===== config.mk =====
export PLATFORM = sky130hd
export DESIGN_NAME = ddr_frame_writer
export DESIGN_NICKNAME = d
export VERILOG_FILES = /design/src/rtl/ddr_frame_writer.sv
export SDC_FILE = /design/constraint.sdc
export NUM_CORES = 1
export LEC_CHECK = 0
export ABC_AREA = 1
export BUFFER_PORTS_ARGS = -buffer_cell sky130_fd_sc_hd__clkbuf_2
export CAP_MARGIN = 20
export CORE_ASPECT_RATIO = 1.75
export CORE_MARGIN = 1.5
export CORE_UTILIZATION = 31
export CTS_CLUSTER_SIZE = 40
export DETAILED_ROUTE_END_ITERATION = 16
export PLACE_DENSITY = 0.6
export SKIP_CTS_REPAIR_TIMING = 1
export SLEW_MARGIN = 0
export SYNTH_ARGS = -nofsm -noshare
export SYNTH_HDL_FRONTEND = slang
export SYNTH_SLANG_ARGS = --single-unit

===== constraint.sdc =====
create_clock -name aclk -period 3.38 [get_ports aclk]
set_input_delay 0.676 -clock aclk [delete_from_list [all_inputs] [get_ports aclk]]
set_output_delay 0.676 -clock aclk [all_outputs]
set_load 0.05 [all_outputs]

===== src/rtl/ddr_frame_writer.sv =====
// Drains a FWFT pixel FIFO into one of four DDR frame buffers as fixed-length AXI4 INCR bursts.
// Optional per-frame cycle counter is built when DDR_WR_PERF_CNT_EN is defined.
module ddr_frame_writer #(
  parameter logic [31:0] BASE_ADDR   = 32'h8000_0000,
  parameter int          FRAME_WORDS = 262144,
  parameter int          BURST_LEN   = 64
) (
  input  logic        aclk,
  input  logic        aresetn,
  input  logic        enable,
  input  logic        frame_store,
  input  logic [1:0]  frame_type_i,
  input  logic [31:0] fifo_rddata,
  input  logic [15:0] fifo_rd_count,
  output logic        fifo_rden,
  output logic [31:0] m_axi_awaddr,
  output logic [7:0]  m_axi_awlen,
  output logic [2:0]  m_axi_awsize,
  output logic [1:0]  m_axi_awburst,
  output logic        m_axi_awvalid,
  input  logic        m_axi_awready,
  output logic [31:0] m_axi_wdata,
  output logic [3:0]  m_axi_wstrb,
  output logic        m_axi_wlast,
  output logic        m_axi_wvalid,
  input  logic        m_axi_wready,
  input  logic [1:0]  m_axi_bresp,
  input  logic        m_axi_bvalid,
  output logic        m_axi_bready,
  output logic        frame_done,
  output logic [1:0]  frame_type_o,
  output logic        wr_err,
  output logic        frame_overrun,
  output logic [31:0] frame_cycles
);

  localparam logic [7:0]  LP_LAST_BEAT   = 8'(BURST_LEN - 1);
  localparam logic [15:0] LP_BURST_WORDS = 16'(BURST_LEN);
  localparam logic [31:0] LP_BURST_BYTES = 32'(BURST_LEN * 4);
  localparam logic [31:0] LP_STRIDE      = 32'(FRAME_WORDS * 4);
  localparam logic [31:0] LP_NUM_BURSTS  = 32'(FRAME_WORDS / BURST_LEN);

  typedef enum logic [2:0] {
    ST_IDLE      = 3'd0,
    ST_WAIT_DATA = 3'd1,
    ST_AW        = 3'd2,
    ST_W         = 3'd3,
    ST_B         = 3'd4,
    ST_DONE      = 3'd5
  } state_t;

  state_t      r_state;
  state_t      w_state_nxt;

  logic        r_slot_vld;
  logic [1:0]  r_slot_type;
  logic [1:0]  r_cur_type;
  logic [31:0] r_addr;
  logic [31:0] r_burst_cnt;
  logic [7:0]  r_beat;

  logic        r_awvalid;
  logic [31:0] r_awaddr;
  logic [7:0]  r_awlen;
  logic        r_wvalid;
  logic        r_wlast;
  logic        r_bready;
  logic        r_frame_done;
  logic [1:0]  r_frame_type_o;
  logic        r_wr_err;
  logic        r_overrun;

  logic        w_store;
  logic        w_consume;
  logic        w_beat_acc;
  logic        w_b_acc;
  logic        w_last_burst;
  logic [7:0]  w_beat_nxt;
  logic [31:0] w_frame_base;

  assign w_store      = frame_store & enable;
  assign w_beat_acc   = r_wvalid & m_axi_wready;
  assign w_b_acc      = r_bready & m_axi_bvalid;
  assign w_last_burst = ((r_burst_cnt + 32'd1) == LP_NUM_BURSTS);

  // State register
  always_ff @(posedge aclk) begin
    if (!aresetn) begin
      r_state <= ST_IDLE;
    end else begin
      r_state <= w_state_nxt;
    end
  end

  // Next-state logic; slot consumption only happens from IDLE
  always_comb begin
    w_state_nxt = r_state;
    w_consume   = 1'b0;
    case (r_state)
      ST_IDLE: begin
        if (r_slot_vld) begin
          w_state_nxt = ST_WAIT_DATA;
          w_consume   = 1'b1;
        end else begin
          w_state_nxt = ST_IDLE;
        end
      end
      ST_WAIT_DATA: begin
        if (fifo_rd_count >= LP_BURST_WORDS) begin
          w_state_nxt = ST_AW;
        end else begin
          w_state_nxt = ST_WAIT_DATA;
        end
      end
      ST_AW: begin
        if (m_axi_awready) begin
          w_state_nxt = ST_W;
        end else begin
          w_state_nxt = ST_AW;
        end
      end
      ST_W: begin
        if (w_beat_acc && (r_beat == LP_LAST_BEAT)) begin
          w_state_nxt = ST_B;
        end else begin
          w_state_nxt = ST_W;
        end
      end
      ST_B: begin
        if (w_b_acc) begin
          w_state_nxt = w_last_burst ? ST_DONE : ST_WAIT_DATA;
        end else begin
          w_state_nxt = ST_B;
        end
      end
      ST_DONE: begin
        w_state_nxt = ST_IDLE;
      end
      default: begin
        w_state_nxt = ST_IDLE;
      end
    endcase
  end

  // Beat index of the next W cycle; wlast is registered from it
  always_comb begin
    if (r_state == ST_AW) begin
      w_beat_nxt = 8'd0;
    end else if (w_beat_acc) begin
      w_beat_nxt = r_beat + 8'd1;
    end else begin
      w_beat_nxt = r_beat;
    end
  end

  // Frame buffer base address for the pending slot's type
  always_comb begin
    case (r_slot_type)
      2'd0:    w_frame_base = BASE_ADDR;
      2'd1:    w_frame_base = BASE_ADDR + LP_STRIDE;
      2'd2:    w_frame_base = BASE_ADDR + (LP_STRIDE * 32'd2);
      2'd3:    w_frame_base = BASE_ADDR + (LP_STRIDE * 32'd3);
      default: w_frame_base = BASE_ADDR;
    endcase
  end

  // Registered AXI and status outputs, decoded from the next state
  always_ff @(posedge aclk) begin
    if (!aresetn) begin
      r_awvalid      <= 1'b0;
      r_awaddr       <= 32'h0;
      r_awlen        <= 8'h0;
      r_wvalid       <= 1'b0;
      r_wlast        <= 1'b0;
      r_bready       <= 1'b0;
      r_frame_done   <= 1'b0;
      r_frame_type_o <= 2'b00;
    end else begin
      r_awvalid      <= (w_state_nxt == ST_AW);
      r_awaddr       <= (w_state_nxt == ST_AW) ? r_addr : 32'h0;
      r_awlen        <= (w_state_nxt == ST_AW) ? LP_LAST_BEAT : 8'h0;
      r_wvalid       <= (w_state_nxt == ST_W);
      r_wlast        <= (w_state_nxt == ST_W) && (w_beat_nxt == LP_LAST_BEAT);
      r_bready       <= (w_state_nxt == ST_B);
      r_frame_done   <= (w_state_nxt == ST_DONE);
      r_frame_type_o <= (w_state_nxt == ST_DONE) ? r_cur_type : 2'b00;
    end
  end

  // Frame datapath: address, burst/beat counters, error flag
  always_ff @(posedge aclk) begin
    if (!aresetn) begin
      r_cur_type  <= 2'b00;
      r_addr      <= 32'h0;
      r_burst_cnt <= 32'h0;
      r_beat      <= 8'h0;
      r_wr_err    <= 1'b0;
    end else begin
      if (w_consume) begin
        r_cur_type  <= r_slot_type;
        r_addr      <= w_frame_base;
        r_burst_cnt <= 32'h0;
      end else if (w_b_acc) begin
        r_addr      <= r_addr + LP_BURST_BYTES;
        r_burst_cnt <= r_burst_cnt + 32'd1;
      end
      r_beat <= w_beat_nxt;
      if (w_b_acc && (m_axi_bresp != 2'b00)) begin
        r_wr_err <= 1'b1;
      end
    end
  end

  // Pending slot; a store coinciding with consumption refills the freed slot
  always_ff @(posedge aclk) begin
    if (!aresetn) begin
      r_slot_vld  <= 1'b0;
      r_slot_type <= 2'b00;
      r_overrun   <= 1'b0;
    end else begin
      if (w_consume) begin
        r_slot_vld <= w_store;
        if (w_store) begin
          r_slot_type <= frame_type_i;
        end
      end else if (w_store) begin
        if (r_slot_vld) begin
          r_overrun <= 1'b1;
        end else begin
          r_slot_vld  <= 1'b1;
          r_slot_type <= frame_type_i;
        end
      end
    end
  end

`ifdef DDR_WR_PERF_CNT_EN
  logic [31:0] r_perf_cnt;
  logic [31:0] r_frame_cycles;

  // Saturating frame-duration counter, published in DONE
  always_ff @(posedge aclk) begin
    if (!aresetn) begin
      r_perf_cnt     <= 32'h0;
      r_frame_cycles <= 32'h0;
    end else begin
      if (w_consume) begin
        r_perf_cnt <= 32'h0;
      end else if ((r_state inside {ST_WAIT_DATA, ST_AW, ST_W, ST_B}) &&
                   (r_perf_cnt != 32'hFFFF_FFFF)) begin
        r_perf_cnt <= r_perf_cnt + 32'd1;
      end
      if (r_state == ST_DONE) begin
        r_frame_cycles <= r_perf_cnt;
      end
    end
  end

  assign frame_cycles = r_frame_cycles;
`else
  assign frame_cycles = 32'h0;
`endif

  assign fifo_rden     = r_wvalid & m_axi_wready;
  assign m_axi_awaddr  = r_awaddr;
  assign m_axi_awlen   = r_awlen;
  assign m_axi_awsize  = 3'b010;
  assign m_axi_awburst = 2'b01;
  assign m_axi_awvalid = r_awvalid;
  assign m_axi_wdata   = r_wvalid ? fifo_rddata : 32'h0;
  assign m_axi_wstrb   = 4'hF;
  assign m_axi_wlast   = r_wlast;
  assign m_axi_wvalid  = r_wvalid;
  assign m_axi_bready  = r_bready;
  assign frame_done    = r_frame_done;
  assign frame_type_o  = r_frame_type_o;
  assign wr_err        = r_wr_err;
  assign frame_overrun = r_overrun;

endmodule


; After elaboration in Yosys (flattened, before gate mapping)
; Index checks and enable logic that the tools add are counted.
[totals]
ff_bits = 129
latch_bits = 0
ram_bits = 0
romBits = 0
inputBits = 59
n_memories = 0
[classes]
n_addsub = 3
mul = 0
n_div = 0
magnitude_cmp = 1
n_eq_ne = 15
shift = 0
n_mux = 22
bitwise = 5
reduce_logical = 13
[op_table]
columns = cell, count
row1 = 32-bit case mux with 4 select lines, 1
row2 = 32-bit two-way mux, 3
row3 = "32-bit by 1-bit adder with 32-bit output, second input constant", 1
row4 = "32-bit by 9-bit adder with 32-bit output, second input constant", 1
row5 = "32-bit by 13-bit equality test with 1-bit output, second input constant", 1
row6 = "8-bit by 6-bit equality test with 1-bit output, second input constant", 2
row7 = "16-bit by 7-bit greater-or-equal comparator with 1-bit output, second input constant", 1
row8 = 8-bit two-way mux, 2
row9 = 3-bit case mux with 5 select lines, 1
row10 = "3-bit by 2-bit equality test with 1-bit output, second input constant", 4
row11 = 2-bit two-way mux, 5
row12 = "3-bit equality test, second input constant", 3
row13 = 3-bit two-way mux, 3
row14 = "8-bit by 1-bit adder with 8-bit output, second input constant", 1
row15 = 1-bit two-way mux, 6
row16 = 6-bit two-way mux, 1
row17 = 2-bit AND reduction, 3
row18 = 2-bit nonzero test, 3
row19 = "2-bit equality test, second input constant", 2
row20 = 1-bit bitwise AND, 3
row21 = "3-bit by 1-bit equality test with 1-bit output, second input constant", 1
row22 = 1-bit logical AND, 3
row23 = 3-bit logical NOT, 1
row24 = 3-bit AND reduction, 1
row25 = 5 further kinds, 6

; Depth between registers and ports, before layout
; Gate-level depths: netlist of the first run.
[logic_depth]
word_depth = 7
depth_mapped = 17
mapped_depth_nobuf = 17

; Worst setup path before layout of the first run
; Ideal clock, no wire load.
[synth_timing]
kind = register -> register
from = register r_wvalid, in the netlist m_axi_wvalid
to = register r_wlast, in the netlist m_axi_wlast
setup_ns = 0.117
arrival_ns = 2.164
path_slack_ns = 1.099
path_stages_with_launch = 12
path_buffers = 1
period_less_slack_ns = 2.281
cell_sequence = dfxtp_1 -> clkbuf_1 -> nand2_1 -> inv_2 -> nand4_1 -> or2_2 -> nor2_1 -> nand2_1 -> o21ai_0 -> nand3_1 -> nand4_1 -> nor3_1
[synth_between]
elab_chain_cells = 6
word_cells_on_any_way = 9
[synth_rtl]
columns = element, line_no
row1 = "start, declared", 65  ; logic r_wvalid;
row2 = "start signal, assigned", 182  ; r_wvalid <= (w_state_nxt == ST_W);
row3 = 1-bit bitwise AND *, n/a
row4 = net fifo_rden, 15  ; output logic fifo_rden,
row5 = 1-bit logical AND, 123  ; if (w_beat_acc && (r_beat == LP_LAST_BEAT)) begin
row6 = 3-bit two-way mux, 123
row7 = 3-bit case mux with 5 select lines, 99  ; case (r_state)
row8 = 3-bit by 2-bit equality test with 1-bit output, 183  ; r_wlast <= (w_state_nxt == ST_W) && (w_beat_nxt == LP_LAST_BEAT);
row9 = 1-bit logical AND *, 183
row10 = "end signal, assigned", 183
row11 = "end, declared", 66  ; logic r_wlast;
; Mark *: on every way through the listed nets, which the timed path passes. The rest lies on a longest branch.
; A chain may end at the register's enable or synchronous reset.

; Final worst setup path of the first run
[layout_timing]
from = register r_burst_cnt[1]
to = register r_frame_type_o[1], in the netlist frame_type_o[1]
[layout_between]
elab_chain_cells = 7
[layout_rtl]
columns = element, line_no
row1 = "start, declared", 59  ; logic [31:0] r_burst_cnt;
row2 = "start signal, assigned", 205  ; r_burst_cnt <= r_burst_cnt + 32'd1;
row3 = 32-bit by 1-bit adder with 32-bit output, 84  ; assign w_last_burst = ((r_burst_cnt + 32'd1) == LP_NUM_BURSTS);
row4 = 32-bit by 13-bit equality test with 1-bit output, 84
row5 = 3-bit two-way mux, 131  ; w_state_nxt = w_last_burst ? ST_DONE : ST_WAIT_DATA;
row6 = 3-bit two-way mux, 130  ; if (w_b_acc) begin
row7 = 3-bit case mux with 5 select lines, 99
row8 = 3-bit equality test, 186  ; r_frame_type_o <= (w_state_nxt == ST_DONE) ? r_cur_type : 2'b00;
row9 = 2-bit AND reduction (no source line), n/a
row10 = "end signal, assigned", 186
row11 = "end, declared", 69  ; logic [1:0] r_frame_type_o;
; No other way between the ends.

==> flow_summary.yaml, run 1 <==
critical_path:
  worstSetupPathType: "reg2reg"
  cp.buffers_inverters: 1
  cp_common_cell: "nand2_1"
  worst_ep_arrival_time_ps: 2600
  cpPeakStageDelay_ps: 390
  startpoint_type: "register"
  rrSetupSlack_ps: 1080
  path_delay_family: "simple AND/OR/NAND/NOR gates"
  critPathMaxFanout: 8
  end_kind: "register"
  cp.required_ps: 3680
  reg2regPathDepth: 17
  reg2reg_from: "r_burst_cnt[1]$_SDFFE_PP0P_"
  rr_endpoint: "frame_type_o[1]$_SDFF_PN0_"
  critPathSlowestCell: "dfxtp_1"
  crit_chain: "ha_1 -> nand3_1 -> inv_2 -> nand2_2 -> nor2_4 -> nand2_1 -> nand2_1 -> nand2_1 -> nor2_1 -> nand2_1 -> nor2_1 -> nand3_1 -> nand2_1 -> nand2_1 -> nand2_2 -> nand2_2 -> nor2_1"
detailed_routing:
  drc_errors: 0
  via_per_inst: 4.45
  wirelength_um: 14000
  num_vias: 5563
  postRouteAntennaNets: 0
  drt-initial-drc-count: 234
  dr.pass1.iters: 5
  wire_per_inst_um: 11.2
synth:
  synth.distinct_cells: 38
  synth_area_per_cell_um2: 6.42
  ys_top_cells_by_area: "dfxtp_1 36%, nand2_1 14%, inv_1 10%"
  yosys-top-cells-count: "211 x nand2_1, 157 x inv_1, 118 x nor2_1"
  ys.flop_type: "dfxtp_1"
  synthArstFlopShare_pct: 0
  synth_top_area_share_pct: 36.4
  synth.most_common_cell: "nand2_1"
  synth_largest_area_cell: "dfxtp_1"
  synth.yosys.warnings: 0
  netlist_instances: 899
  synth_edf_count: 0
  synth_area_um2: 5770
  seq_area_frac_synth_pct: 36.4
  synth_seq_cells: 105
floorplan:
  die_x_um: 106
  rows: 65
  initial_core_util_pct: 31.8
  ioPinCount: 182
  core_um2: 18100
  die_y_um: 184
  fp.dieArea_um2: 19500
sta:
  finalCriticalPeriod_ps: 2300
  max_slew_margin_pct: 50.3
  finalSetupViolCount: 0
  max_freq_ghz: 0.434
  timing.final.crit_share_pct: 68.1
  rsz0062_at_grt: "false"
  fin_skew_ps: 11.7
  tightestPinTransition_ps: 745
  setup-tns-final_ps: 0
  maxSlewViolCount: 0
  final_hold_viol_count: 0
placement:
  io_buffers: 124
  place.gp.congestion: 0.897
  place.detailed.hpwl_um: 10900
  place_area_um2: 6400
final_layout:
  fill_cells: 1995
  final_util_pct: 37.0
  final_area_um2: 6710
  syn2layout_area_growth_pct: 16.3
  fin_nets: 1073
  n_antenna_cell: 0
  drive_above_1_share_pct: 16.5
clock_tree:
  cts_tree: "yes"
  htree_levels: 3
  clkTransAtPathRegs_ps: 80
  cts_root_buf: "clkbuf_16"
  cts_buffer_depth: 2
  clkLatencyLatePin_ps: 350
  clkSinkCount: 105
  numCtsBuffers: 9
min_path:
  holdPathStages: 2
  holdPathEnd: "frame_type_o[0]$_SDFF_PN0_"
  hold_start: "r_cur_type[0]$_SDFFE_PN0P_"
  hold_path.class: "reg2reg"
run_status:
  status: "finished clean"
global_routing:
  grt_max_degree: 48
  grt_pass1_wl_um: 22800
  track_usage_pct: 14.4
  grt_overflow_total: 0
  antenna_found_initial: 0
  grt_pass1_vias: 5077
power_and_ir_drop:
  ir_drop_uv: 222
  p_leak_nw: 3.27
  p_per_area_nw_per_um2: 387
  finalPower_mw: 2.60
run:
  cap_viol_max_count: 0
-- flip-flops by register name (all words and copies together), names as in the netlist --
name	flops
r_state	3
wr_err	1
m_axi_wlast	1
r_slot_type	2
r_slot_vld	1
r_burst_cnt	32
r_addr	24
frame_done	1
m_axi_awaddr	24
m_axi_awlen	1
m_axi_wvalid	1
frame_type_o	2
r_cur_type	2
m_axi_bready	1
frame_overrun	1
r_beat	8
-- logic make-up after synthesis --
| logic type | count (synthesis) | share of synthesized area (%) |
|---|---|---|
| AO/OA/AOI/OAI | 106 | 10.1 |
| XOR/XNOR | 5 | 0.759 |
| adder cells (fa/ha/maj) | 3 | 0.650 |
| buffers and inverters | 238 | 19.2 |
| flip-flops | 105 | 36.4 |
| other | 2 | 0.130 |
| AND/OR/NAND/NOR | 440 | 32.7 |
-- where the power goes --
part           internal [mW]  switching, mW  total (mW)
Combinational         0.0430          0.228       0.271
Clock                  0.537          0.543        1.08
Sequential              1.24        0.00447        1.25
Total                   1.82          0.775        2.60
-- routing by layer --
layer	track usage [%]	part of all wire (%)	vias up
met5	0	0	-
met4	6.11	2.1	0
met2	27.9	56	152
met1	14.9	38	2475
met3	2.41	3.7	17
li1	-	-	2919
-- worst min-delay path, stage by stage (launching register included) --
cell	delay, ps
dfxtp_1	300
inv_1	70
nor2_1	40
-- per-stage QoR --
| stage | hold slack [ps] | cells | setup slack, ps |
|---|---|---|---|
| floorplan | 415 | 948 | 1100 |
| global placement | 432 | 1234 | 914 |
| detailed placement | 438 | 1234 | 910 |
| CTS | 450 | 1250 | 1010 |
| global route | 484 | 1250 | 736 |
| finish | 448 | 1250 | 1080 |
-- cell type report --
type | instances | area (µm²) | share of cell area (%)
Inverter | 162 | 608 | 9.06
Timing Repair Buffer | 128 | 651 | 9.69
Clock inverter | 7 | 86.3 | 1.29
Sequential cell | 105 | 2100 | 31.3
Tap cell | 234 | 293 | 4.36
Clock buffer | 9 | 225 | 3.36
Multi-Input combinational cell | 605 | 2750 | 40.9
-- worst max path at each step --
stage          slack, ps  cells after the start                        start                          to
2_1_floorplan       1100                     11      m_axi_wvalid$_SDFF_PN0_      m_axi_wlast$_SDFF_PN0_
3_3_place_gp         910                     10                 m_axi_bvalid     r_addr[27]$_SDFFE_PN0P_
3_5_place_dp         910                     10                 m_axi_bvalid     r_addr[27]$_SDFFE_PN0P_
4_1_cts             1010                     17  r_burst_cnt[1]$_SDFFE_PP0P_  frame_type_o[1]$_SDFF_PN0_
5_1_grt              740                     17  r_burst_cnt[1]$_SDFFE_PP0P_  frame_type_o[1]$_SDFF_PN0_
6_report            1080                     17  r_burst_cnt[1]$_SDFFE_PP0P_  frame_type_o[1]$_SDFF_PN0_
-- placed cells by master (no fill, tap or decap), types with 5 or more instances in the layout --
| cell | count |
|---|---|
| a21oi_1 | 38 |
| a31oi_1 | 6 |
| clkbuf_16 | 9 |
| clkbuf_2 | 124 |
| conb_1 | 51 |
| dfxtp_1 | 105 |
| inv_1 | 157 |
| nand2_1 | 211 |
| nand2_2 | 6 |
| nand3_1 | 45 |
| nand4_1 | 16 |
| nor2_1 | 118 |
| nor2_4 | 5 |
| nor3_1 | 18 |
| nor4_1 | 5 |
| o211ai_1 | 8 |
| o21ai_0 | 42 |
Note: power is estimated with default switching activity, not from simulation.
==> inputs of run 2 (changes only) <==
Clock period 3.38 ns to 2.35 ns, I/O delays scaled along.
==> flow_summary.yaml, run 2 (synthesis results as in run 1) <==
final_layout:
  final_cell_mix: "211 x nand2_1, 157 x inv_1, 124 x clkbuf_2"
  drive_above_1_share_pct: 18.4
  largest_register_ffs: 32
  syn2layout_area_growth_pct: 19.1
  instances_no_fill: 1265
  mostFrequentLayoutCell: "nand2_1"
  n_antenna_cell: 0
  fill_cells: 1982
  fin_nets: 1088
  top_register: "r_burst_cnt"
placement:
  place.detailed.hpwl_um: 11100
  place.gp.congestion: 0.871
  placedCellCount: 1249
  io_buffers: 124
floorplan:
  initial_core_util_pct: 31.8
  die_y_um: 184
  die_x_um: 106
  fp.dieArea_um2: 19500
  core_um2: 18100
  ioPinCount: 182
  rows: 65
detailed_routing:
  dr.pass1.iters: 4
  drt-initial-drc-count: 227
  via_per_inst: 4.41
  wire_per_inst_um: 11.1
  postRouteAntennaNets: 0
  drc_errors: 0
  num_vias: 5578
  wirelength_um: 14100
sta:
  timing.final.crit_share_pct: 91.6
  tightestPinTransition_ps: 701
  finalSetupViolCount: 0
  maxSlewViolCount: 0
  fin_skew_ps: 10.9
  final_hold_viol_count: 0
  rsz0062_at_grt: "false"
  max_freq_ghz: 0.465
  setup-tns-final_ps: 0
  finalCriticalPeriod_ps: 2150
  max_slew_margin_pct: 53.2
clock_tree:
  clkLatencyLatePin_ps: 360
  clkSinkCount: 105
  htree_levels: 3
  cts_buffer_depth: 2
  cts_root_buf: "clkbuf_16"
  cts_tree: "yes"
  numCtsBuffers: 9
  clkTransAtPathRegs_ps: 80
critical_path:
  worst_ep_arrival_time_ps: 2450
  startpoint_type: "register"
  cp_common_cell: "nand2_1"
  cp.required_ps: 2650
  reg2reg_from: "r_burst_cnt[10]$_SDFFE_PP0P_"
  path_delay_family: "simple AND/OR/NAND/NOR gates"
  cpPeakStageDelay_ps: 440
  worstSetupPathType: "reg2reg"
  critPathMaxFanout: 5
  critPathLaunch: "r_burst_cnt[10]$_SDFFE_PP0P_"
  cp.depth: 16
  crit_chain: "nand2_1 -> nor2_2 -> nand2_1 -> nor2_4 -> nand2_1 -> nand2_1 -> nand2_1 -> nor2_1 -> nand2_1 -> nor2_1 -> nand3_1 -> nand2_1 -> nand2_1 -> nand2_2 -> nand2_2 -> nor2_1"
  reg2regPathDepth: 16
  cp.buffers_inverters: 0
  end_kind: "register"
  rrSetupSlack_ps: 200
  critPathSlowestCell: "dfxtp_1"
  endpoint: "frame_type_o[1]$_SDFF_PN0_"
  rr_endpoint: "frame_type_o[1]$_SDFF_PN0_"
global_routing:
  grt_overflow_total: 0
  grt_max_degree: 48
  grt_pass1_vias: 5017
  top_usage_layer: "met2"
  antenna_found_initial: 0
  use_met1_pct: 14.9
  track_usage_pct: 14.5
  grt_util_met2_pct: 28.4
  grt_pass1_wl_um: 22700
  grt_util_met3_pct: 2.09
power_and_ir_drop:
  p_per_area_nw_per_um2: 546
  ir_drop_uv: 342
  p_leak_nw: 3.35
min_path:
  hold_path.class: "in2reg"
run_status:
  status: "finished clean"
run:
  cap_viol_max_count: 0
==> run 2: changes by cell type in the layout (fill, tap and decap cells not counted), moves of 2 or more <==
cell	delta
buf_4	+14
nor2_1	-3
nor2_4	+2
dfxtp_1	-3
dfxtp_2	+3
==> run 2: worst min-delay path, cell delays in order <==
cell	delay, ps
clkbuf_2	90
nor2_1	40
nor2_1	80
==> run 2: how the worst min path moves through the flow <==
stage,start,end,slack [ps],depth (start not counted)
global placement,wr_err$_SDFFE_PN0P_,wr_err$_SDFFE_PN0P_,440,2
CTS,frame_type_i[1],r_slot_type[1]$_SDFFE_PN0P_,350,3
finish,frame_type_i[1],r_slot_type[1]$_SDFFE_PN0P_,360,3
detailed placement,r_cur_type[0]$_SDFFE_PN0P_,frame_type_o[0]$_SDFF_PN0_,440,2
floorplan,r_cur_type[0]$_SDFFE_PN0P_,frame_type_o[0]$_SDFF_PN0_,420,2
global route,frame_type_i[0],r_slot_type[0]$_SDFFE_PN0P_,360,3
==> run 2: routing by layer <==
layer	vias up	share of wire [%]
li1	2941	-
met1	2484	38
met2	133	56
met3	20	3.7
met4	0	2.6
met5	-	0
==> run 2: power breakdown <==
group	switching (mW)	internal, mW	total [mW]	leakage [nW]
clock	0.791	0.775	1.57	0.153
combinational	0.327	0.0661	0.393	2.35
sequential	0.00682	1.79	1.79	0.848
==> run 2: metrics by stage <==
step | setup WS [ps] | instance area (µm²) | util (%) | total power, mW | hold slack (ps)
final | 199 | 6870 | 37.9 | 3.75 | 356
after global routing | 3.26 | 6870 | 37.9 | 3.89 | 356
after CTS | 74.2 | 6840 | 37.7 | 3.80 | 346
after detailed placement | 81.8 | 6530 | 36.0 | 2.23 | 444
after global placement | 97.1 | 6530 | 36.0 | 2.23 | 437
after floorplan | 69.0 | 5960 | - | 2.22 | 415
==> run 2: area by class of cell <==
cell class,count,area [µm²],area share [%]
multi-input cells,605,2780,40.4
flip-flops and latches,105,2110,30.6
repair buffers,143,776,11.3
inverters,162,608,8.85
well taps,234,293,4.26
clock buffers,9,225,3.28
clock inverters,7,88.8,1.29
==> inputs of run 3 (changes only) <==
Settings changed: ABC_AREA 1 to not set, PLACE_DENSITY 0.6 to 0.61.
==> flow_summary.yaml, run 3 <==
placement:
  place.detailed.hpwl_um: 10500
  place_area_um2: 6390
  place.gp.congestion: 0.860
  placedCellCount: 1021
  io_buffers: 124
clock_tree:
  clkTransAtPathRegs_ps: 80
  numCtsBuffers: 9
  cts_tree: "yes"
  clkLatencyLatePin_ps: 370
  htree_levels: 3
  cts_buffer_depth: 2
  clkSinkCount: 105
  cts_root_buf: "clkbuf_16"
synth:
  synth.distinct_cells: 51
  seq_area_frac_synth_pct: 38.9
  ys_top_cells_by_area: "dfxtp_1 39%, buf_4 8.1%, xor2_1 5.4%"
  synth_top_area_share_pct: 38.9
  synth_area_um2: 5400
  yosys-top-cells-count: "105 x dfxtp_1, 66 x nor2_1, 58 x buf_4"
  synth_largest_area_cell: "dfxtp_1"
  synthArstFlopShare_pct: 0
  synth_area_per_cell_um2: 8.28
  synth.yosys.warnings: 0
  synth.most_common_cell: "dfxtp_1"
  synth_edf_count: 0
  synth_seq_cells: 105
  netlist_instances: 652
  ys.flop_type: "dfxtp_1"
global_routing:
  grt_pass1_wl_um: 21000
  antenna_found_initial: 0
  grt_overflow_total: 0
  track_usage_pct: 14.9
  grt_max_degree: 54
  grt_pass1_vias: 4489
sta:
  maxSlewViolCount: 0
  fin_skew_ps: 15.0
  tightestPinTransition_ps: 567
  max_freq_ghz: 0.430
  finalCriticalPeriod_ps: 2330
  final_hold_viol_count: 0
  timing.final.crit_share_pct: 99.0
  rsz0062_at_grt: "true"
  max_slew_margin_pct: 62.0
  finalSetupViolCount: 0
min_path:
  hold_path.class: "in2reg"
detailed_routing:
  drc_errors: 0
  num_vias: 4880
  postRouteAntennaNets: 0
  drt-initial-drc-count: 177
  via_per_inst: 4.67
  wirelength_um: 13800
  wire_per_inst_um: 13.2
  dr.pass1.iters: 4
final_layout:
  drive_above_1_share_pct: 28.7
  final_area_um2: 6890
  n_antenna_cell: 0
  fin_nets: 875
  fill_cells: 1722
  final_cell_mix: "124 x clkbuf_2, 94 x dfxtp_1, 66 x nor2_1"
  syn2layout_area_growth_pct: 27.7
  mostFrequentLayoutCell: "clkbuf_2"
  instances_no_fill: 1045
  top_register: "r_burst_cnt"
  largest_register_ffs: 32
  final_util_pct: 40.5
critical_path:
  cp.required_ps: 2660
  end_kind: "register"
  critPathMaxFanout: 5
  startpoint_type: "register"
  worstSetupPathType: "reg2reg"
  worst_ep_arrival_time_ps: 2640
floorplan:
  ioPinCount: 182
  rows: 63
  core_um2: 17000
  die_x_um: 103
  initial_core_util_pct: 31.7
  fp.dieArea_um2: 18200
  die_y_um: 178
run_status:
  status: "finished clean"
run:
  cap_viol_max_count: 0
power_and_ir_drop:
  p_leak_nw: 3.02
  ir_drop_uv: 316
  p_per_area_nw_per_um2: 557
[run 3: cell types whose count changed in the layout (fill, tap and decap cells not counted), sizes merged, moves of 34 or more]
cell	before	now
and3	1	35
inv	166	13
nor2	126	66
and2	2	37
nand2	218	47
buf	19	61
[run 3: cells by family after synthesis]
kind of cell / Yosys count / share of synthesized area [%]
AND/OR/NAND/NOR: 315 / 31.3
buffers and inverters: 96 / 10.9
adder cells (fa/ha/maj): 3 / 0.695
flip-flops: 105 / 38.9
AO/OA/AOI/OAI: 66 / 7.30
multiplexers: 7 / 1.34
XOR/XNOR: 58 / 9.41
other: 2 / 0.139
[run 3: path summary, 6_finish.rpt]
| check | start | endpoint | slack, ps | cells past startpoint |
|---|---|---|---|---|
| setup / recovery | r_burst_cnt[4]$_SDFFE_PP0P_ | r_state[2]$_SDFF_PN0_ | 20 | 8 |
| hold / removal | frame_type_i[1] | r_slot_type[1]$_SDFFE_PN0P_ | 340 | 3 |
| setup reg to reg | r_burst_cnt[4]$_SDFFE_PP0P_ | r_state[2]$_SDFF_PN0_ | 20 | 8 |
| hold reg to reg | wr_err$_SDFFE_PN0P_ | wr_err$_SDFFE_PN0P_ | 450 | 2 |
[run 3: layer usage]
layer | up-vias | share of wire (%) | GRT usage [%]
met1 | 2217 | 36 | 13.6
met4 | 0 | 3.5 | 8.11
li1 | 2454 | - | -
met5 | - | 0 | 0
met3 | 30 | 4.5 | 1.85
met2 | 179 | 56 | 30.4
[run 3: area by class of cell]
cell class,instances,area [µm²],area share [%]
flip-flops and latches,105,2120,30.8
multi-input cells,500,3000,43.5
repair buffers,186,1130,16.4
inverters,11,41.3,0.599
well taps,227,284,4.12
clock inverters,7,86.3,1.25
clock buffers,9,225,3.27
[run 3: report_power, final]
group,total [mW],internal [mW],leakage (nW),switching [mW]
registers,1.80,1.79,0.853,0.00929
clock network,1.54,0.765,0.150,0.777
logic,0.502,0.0968,2.01,0.405
total,3.84,2.65,3.02,1.19
[run 3: per-stage QoR]
step	hold slack, ps	TNS [ps]	worst slack, ps	power [mW]
finish	343	0	22.5	3.84
CTS	340	-383	-104	3.86
global route	340	-166	-52.4	3.98
global placement	444	-49.8	-19.9	2.34
detailed placement	446	-196	-72.0	2.34
floorplan	430	0	0.794	2.30
[run 3: worst max-delay path: stages (launching register included)]
cell       delay, ps
dfxtp_1          360
nand4_1          210
buf_4            210
clkbuf_16        140
nor3_1           240
a31oi_1          150
or4_4            590
nor4_2           260
or2_1            120
